### src/rtl/w_debounce.sv
// -----------------------------------------------------------------------------
// w_debounce
//
// Purpose:
//   Conditions a raw, asynchronous, bouncy push-button level into a single
//   one-cycle press pulse for the downstream mod-5 counter's `w` input.
//   The button level is brought into the clk domain by a two-flop
//   synchroniser. A four-state FSM with a hold counter then requires
//   DEBOUNCE_CYCLES consecutive stable cycles before it accepts a press or
//   a release.
//
// Ports:
//   clk     in   1  system clock, all flops rising-edge
//   rst     in   1  asynchronous active-low reset
//   raw_in  in   1  raw asynchronous button level, 1 = pressed
//   w       out  1  registered one-cycle pulse per accepted press
//   level   out  1  registered debounced level, 1 = press accepted
//   state   out  2  FSM state for debug: IDLE=00 ARM=01 PRESSED=10 RELEASE=11
//
// Handshake: none. w is a pure pulse with no back-pressure. The consumer
// must sample it on every rising edge.
// -----------------------------------------------------------------------------
module w_debounce #(
   parameter int DEBOUNCE_CYCLES = 4,
   parameter int CNT_W           = 3
) (
   input  logic       clk,
   input  logic       rst,
   input  logic       raw_in,
   output logic       w,
   output logic       level,
   output logic [1:0] state
);

   typedef enum logic [1:0] {
      IDLE    = 2'b00,
      ARM     = 2'b01,
      PRESSED = 2'b10,
      RELEASE = 2'b11
   } state_t;

   // Terminal count: the hold counter runs 0 .. DEBOUNCE_CYCLES-1 while
   // waiting for a press or a release to be confirmed.
   localparam logic [CNT_W-1:0] CNT_LAST = CNT_W'(DEBOUNCE_CYCLES - 1);

   logic             s1_q;
   logic             s_q;
   state_t           state_q, state_d;
   logic [CNT_W-1:0] cnt_q, cnt_d;
   logic             w_q, w_d;
   logic             level_q, level_d;

   // Two-flop synchroniser. Only s_q is allowed to reach the FSM.
   always_ff @(posedge clk or negedge rst) begin
      if (!rst) begin
         s1_q <= 1'b0;
         s_q  <= 1'b0;
      end else begin
         s1_q <= raw_in;
         s_q  <= s1_q;
      end
   end

   // State, counter and output registers.
   always_ff @(posedge clk or negedge rst) begin
      if (!rst) begin
         state_q <= IDLE;
         cnt_q   <= '0;
         w_q     <= 1'b0;
         level_q <= 1'b0;
      end else begin
         state_q <= state_d;
         cnt_q   <= cnt_d;
         w_q     <= w_d;
         level_q <= level_d;
      end
   end

   // Next-state logic. The counter only moves in ARM and RELEASE.
   // A held press therefore parks the FSM in PRESSED with the counter frozen.
   always_comb begin
      state_d = state_q;
      cnt_d   = cnt_q;
      w_d     = 1'b0;

      case (state_q)
         IDLE: begin
            if (s_q) begin
               state_d = ARM;
               cnt_d   = '0;
            end
         end

         ARM: begin
            if (!s_q) begin
               // Bounce during arming: drop the partial count.
               state_d = IDLE;
            end else if (cnt_q == CNT_LAST) begin
               state_d = PRESSED;
               w_d     = 1'b1;
            end else begin
               cnt_d = cnt_q + 1'b1;
            end
         end

         PRESSED: begin
            if (!s_q) begin
               state_d = RELEASE;
               cnt_d   = '0;
            end
         end

         RELEASE: begin
            if (s_q) begin
               // A level that returns high here is treated as contact bounce.
               // The button is still pressed, so no new pulse is emitted.
               state_d = PRESSED;
            end else if (cnt_q == CNT_LAST) begin
               state_d = IDLE;
            end else begin
               cnt_d = cnt_q + 1'b1;
            end
         end

         default: begin
            state_d = IDLE;
            cnt_d   = '0;
         end
      endcase

      // level is derived from the state being entered, so it is registered
      // alongside the state and w.
      level_d = (state_d == PRESSED) || (state_d == RELEASE);
   end

   assign w     = w_q;
   assign level = level_q;
   assign state = state_q;

endmodule

### config.mk
export PLATFORM = sky130hd
export DESIGN_NAME = w_debounce
export DESIGN_NICKNAME = d
export VERILOG_FILES = /design/src/rtl/w_debounce.sv
export SDC_FILE = /design/constraint.sdc
export NUM_CORES = 1
export LEC_CHECK = 0
export CELL_PAD_IN_SITES_DETAIL_PLACEMENT = 1
export CELL_PAD_IN_SITES_GLOBAL_PLACEMENT = 1
export CORE_AREA = 5 5 42 44
export CTS_CLUSTER_DIAMETER = 120
export CTS_CLUSTER_SIZE = 8
export DETAILED_ROUTE_END_ITERATION = 12
export DIE_AREA = 0 0 47 49
export PLACE_DENSITY = 0.52
export SYNTH_ARGS = -nofsm -noshare
export SYNTH_HDL_FRONTEND = slang
export SYNTH_SLANG_ARGS = --single-unit
### constraint.sdc
create_clock -name clk -period 1.7 [get_ports clk]
set_clock_uncertainty 0.05 [all_clocks]
set_input_delay 0.34 -clock clk [delete_from_list [all_inputs] [get_ports clk]]
set_output_delay 0.34 -clock clk [all_outputs]
set_load 0.03 [all_outputs]
**Word level (Yosys, flattened, before mapping)**

Index checks and enable logic that the tools add are counted.

- Output and inout bits: 4
- Register bits after elaboration: 9

- Multiplexer cells: 16
- Reduce and logical (&&, ||, !) cells: 3
- Equal/unequal tests: 10
- Add/subtract/negate cells: 1

Operators with widths:

| kind | number |
|---|---|
| $mux 3 | 5 |
| $mux 2 | 6 |
| $pmux 3 s4 | 1 |
| $eq 2x2->1 const B | 4 |
| $ne 2x2->1 const B | 4 |
| $pmux 2 s4 | 1 |
| $reduce_and 4->1 | 1 |
| $add 3x1->3 const B | 1 |
| $eq 3x2->1 const B | 1 |
| $mux 1 | 3 |
| $eq 2x1->1 const B | 1 |
| $logic_not 2->1 | 1 |
| $logic_or 1x1->1 | 1 |

**Logic depth before layout (Yosys ltp)**

- Word-level depth: 6
- Gate-level depth with buffers: 6
- Depth with buffers taken out: 5

**Worst setup path before layout**

No wires, ideal clock.

- Kind: register to register
- From: reg cnt_q[0]
- To: reg level_q, in the netlist level
- Arrival time: 1.277 ns
- Slack: 0.248 ns
- Library setup time: 0.125 ns
- Period minus slack after synthesis: 1.452 ns
- Stages on the path, launching flop included: 6
- Required time: 1.525 ns
- Path through: dfrtp_1 ha_1 ha_1 and2_1 clkbuf_1 mux2_2

- Longest elaborated chain between the ends: 6
- Elaborated cells on any way between the ends: 9
- Those cells by class: eq/ne: 3; mux: 5; reduce/logical: 1

Ends and longest elaborated chain:

| item | line | RTL |
|---|---|---|
| start, declared | 49 | `logic [CNT_W-1:0] cnt_q, cnt_d;` |
| start signal, assigned | 73 | `cnt_q <= cnt_d;` |
| $eq 3x2->1 (*) | 98, 118 |  |
| $mux 2 (on tied branches) | 118, 98 |  |
| $mux 2 (on tied branches) | 114, 95 |  |
| $pmux 2 s4 (*) | 86 | `case (state_q)` |
| $eq 2x2->1 | 133 | `level_d = (state_d == PRESSED) \|\| (state_d == RELEASE);` |
| $logic_or 1x1->1 (*) | 133 |  |
| via level_d | 51 | `logic level_q, level_d;` |
| end signal, assigned | 75 | `level_q <= level_d;` |
| end, declared | 51 |  |

Mark *: on every way through the listed nets, which the timed path passes. The rest lies on a longest branch.
A chain may end at the register's enable or synchronous reset.

**Worst setup path in the final report**

- From: reg w_q, in the netlist w
- To: out w

RTL lines:

| item | line | RTL |
|---|---|---|
| start, declared | 50 | `logic w_q, w_d;` |
| start signal, assigned | 74 | `w_q <= w_d;` |
| end, declared | 30 | `output logic w,` |

No word-level cell between the ends.

==> flow_summary.ini <==
[floorplan]
die-area_sq_mm = 0.00230
fp.dieW_um = 47
fp.dieH_um = 49
core_sq_mm = 0.00140
start_util_pct = 26.0
rows = 14
io_pins = 7

[routing]
drtPass1Iterations = 1
ant_nets = 0
first_iter_violations = 0
avgViaCountPerCell = 4.48
drc = 0
vias = 242
routedWlPerCell_um = 12.6
totalWireLength_um = 679

[yosys]
synthAdderAreaFrac_pct = 6.87
synth.distinct_cells = 14
yosys-top-cells-area = dfrtp_1 62%, ha_1 6.9%, mux2_2 6.2%, o21ai_0 4.1%, o21ai_1 4.1%
synth_compound_area_share_pct = 8.25
synthFlopType = dfrtp_1
yosysMostFrequentCell = dfrtp_1
synthTopCellsByCount = 9 x dfrtp_1, 3 x o21ai_0, 3 x o21ai_1
yosys.area_share.simple_pct = 12.4
syn-num-nets = 34
yosysTopAreaCellShare_pct = 61.9
synth-xor-area-share_pct = 2.41
syn_inst = 29
yosysWarnings = 0
synth_area_leader_cell = dfrtp_1
netlist_area_sq_um = 364
muxShareOfSynthArea_pct = 6.19
syn_area_per_cell_sq_um = 12.6
ys_seq_area_share_pct = 61.9
ys_async_sr_fraction_pct = 100
synth_top_family_by_area = simple AND/OR/NAND/NOR gates
synth-edff-count = 0
synth_seq_cells = 9

[place]
place_congestion = 0.613
dp_worst_setup_slack_ns = 0.211
io_buffers = 6

[critical_path]
critPathBufInv = 1
worst_setup_path_end_kind = output port
timing_worst_setup_path_type = reg -> out
cp_top_family = buffers and inverters
r2r_end = cnt_q[2]$_DFFE_PN0P_
cp_slowest_cell = clkdlybuf4s50_1
startpoint_type = register
r2r_slack_ns = 0.23
rr_worst_depth = 5
crit_fanout = 1
arrival_ns = 1.24
crit_required_ns = 1.31
path_cells = clkdlybuf4s50_1
max_stage_delay_ns = 0.66
r2r_start = cnt_q[0]$_DFFE_PN0P_

[clock_network]
clk_latency_ns = 0.25
clockRootBuffer = clkbuf_4
ctsHoldBuffers = 0
htree_levels = 1
cts_buffer_depth = 2
cts-buffers-inserted = 3
cts-resized-gates = 2
clk_pin_slew_ns = 0.06
post_cts_buffers = 0
cts_tree = done
clock_sinks = 9

[layout]
utilization_pct = 33.1
multi_input_area_sq_um = 131
layout-drive-gt1-share_pct = 15.8
diodes = 0
nNetsFinal = 44
seqCellArea_sq_um = 225
fill_cells = 170
syn_to_final_growth_pct = 27.5

[sta]
grt_setup_unrepaired = false
slew_headroom_pct = 74.0
setup_tns_ns = 0
worst_pin_slew_ns = 0.388
setup_violations = 0
slew_violations = 0
setup_slack_ns = 0.0678
fin_crit_sh_pct = 96.0
finalHoldViolCount = 0
min_period_ns = 1.63
max_freq_mhz = 613

[job]
cap_violations = 0

[global_route]
grt_pass1_wl_mm = 1.26
first_global_vias = 303
grt_overflow = 0
grt_usage_pct = 7.62
antenna_found_initial = 0
grt_max_degree = 10

[worst_hold_path]
min_to = s_q$_DFF_PN0_
hp-class = reg -> reg
hold_path_startpoint = s1_q$_DFF_PN0_
hold_depth = 0

[status]
outcome = finished, final reports clean

[power_and_ir_drop]
ir_drop_mv = 0.589
p_per_area_mw_per_mm2 = 1680
power_leakage_nw = 0.212
==> report_power, final <==
part / leakage [nW] / switching [mW] / internal (mW)
combinational: 0.0832 / 0.167 / 0.125
sequential: 0.114 / 0.0470 / 0.279
clock: 0.0150 / 0.0693 / 0.0901
==> final cells by class <==
class / count / area share [%]
Sequential cell: 9 / 48.5
Multi-Input combinational cell: 18 / 28.3
Timing Repair Buffer: 6 / 12.4
Clock buffer: 4 / 5.66
Tap cell: 16 / 4.31
Inverter: 1 / 0.809
==> metal layers <==
metal	routed length [um]	global-route usage, %	part of all wire (%)	up-vias
li1	-	-	-	113
met1	258	7.50	38	123
met2	384	12.4	57	4
met3	31	2.58	4.6	2
met4	5	5.53	0.74	0
met5	0	0	0	-
==> logic make-up after synthesis <==
kind of cell	after synthesis
AOI/OAI and AO/OA	6
DFF	9
adders and majority gates	2
xor gates and xnor gates	1
buffers and inverters	2
and+or+nand+nor	7
muxes	2
==> layout by cell type (no fill, tap or decap), drive strengths merged <==
cell type | synthesis | routed
dlygate4sd2 | 0 | 2
or2b | 2 | 2
mux2 | 2 | 2
ha | 2 | 2
o21ai | 6 | 6
clkdlybuf4s50 | 0 | 4
dfrtp | 9 | 9
and3b | 1 | 1
xnor2 | 1 | 1
nand2 | 1 | 1
or2 | 1 | 1
inv | 1 | 1
clkbuf | 1 | 4
and2 | 1 | 1
nor2 | 1 | 1
==> per-stage QoR <==
| step | instance area, sq um | hold WS (ns) | power [mW] | std cells |
|---|---|---|---|---|
| after floorplan | 364 | -0.00559 | 0.520 | 29 |
| after CTS | 464 | 0.311 | 0.795 | 54 |
| after detailed placement | 440 | 0.288 | 0.650 | 50 |
| after global routing | 464 | 0.322 | 0.833 | 54 |
| final | 464 | 0.311 | 0.778 | 54 |
| after global placement | 440 | 0.296 | 0.628 | 50 |
==> sequential cells by signal, indices dropped and copies added (netlist names) <==
signal,count
cnt_q,3
state,2
level,1
s1_q,1
s_q,1
w,1
==> how the worst max path moves through the flow <==
stage	start	to	slack, ns	cells after the start
finish	w$_DFF_PN0_	w	0.07	1
global route	level$_DFF_PN0_	level	0.04	1
CTS	w$_DFF_PN0_	w	0.05	1
detailed placement	cnt_q[0]$_DFFE_PN0P_	cnt_q[1]$_DFFE_PN0P_	0.21	5
global placement	state[1]$_DFF_PN0_	state[1]	0.24	1
floorplan	cnt_q[0]$_DFFE_PN0P_	level$_DFF_PN0_	0.25	5
Note: power is estimated with default switching activity, not from simulation.
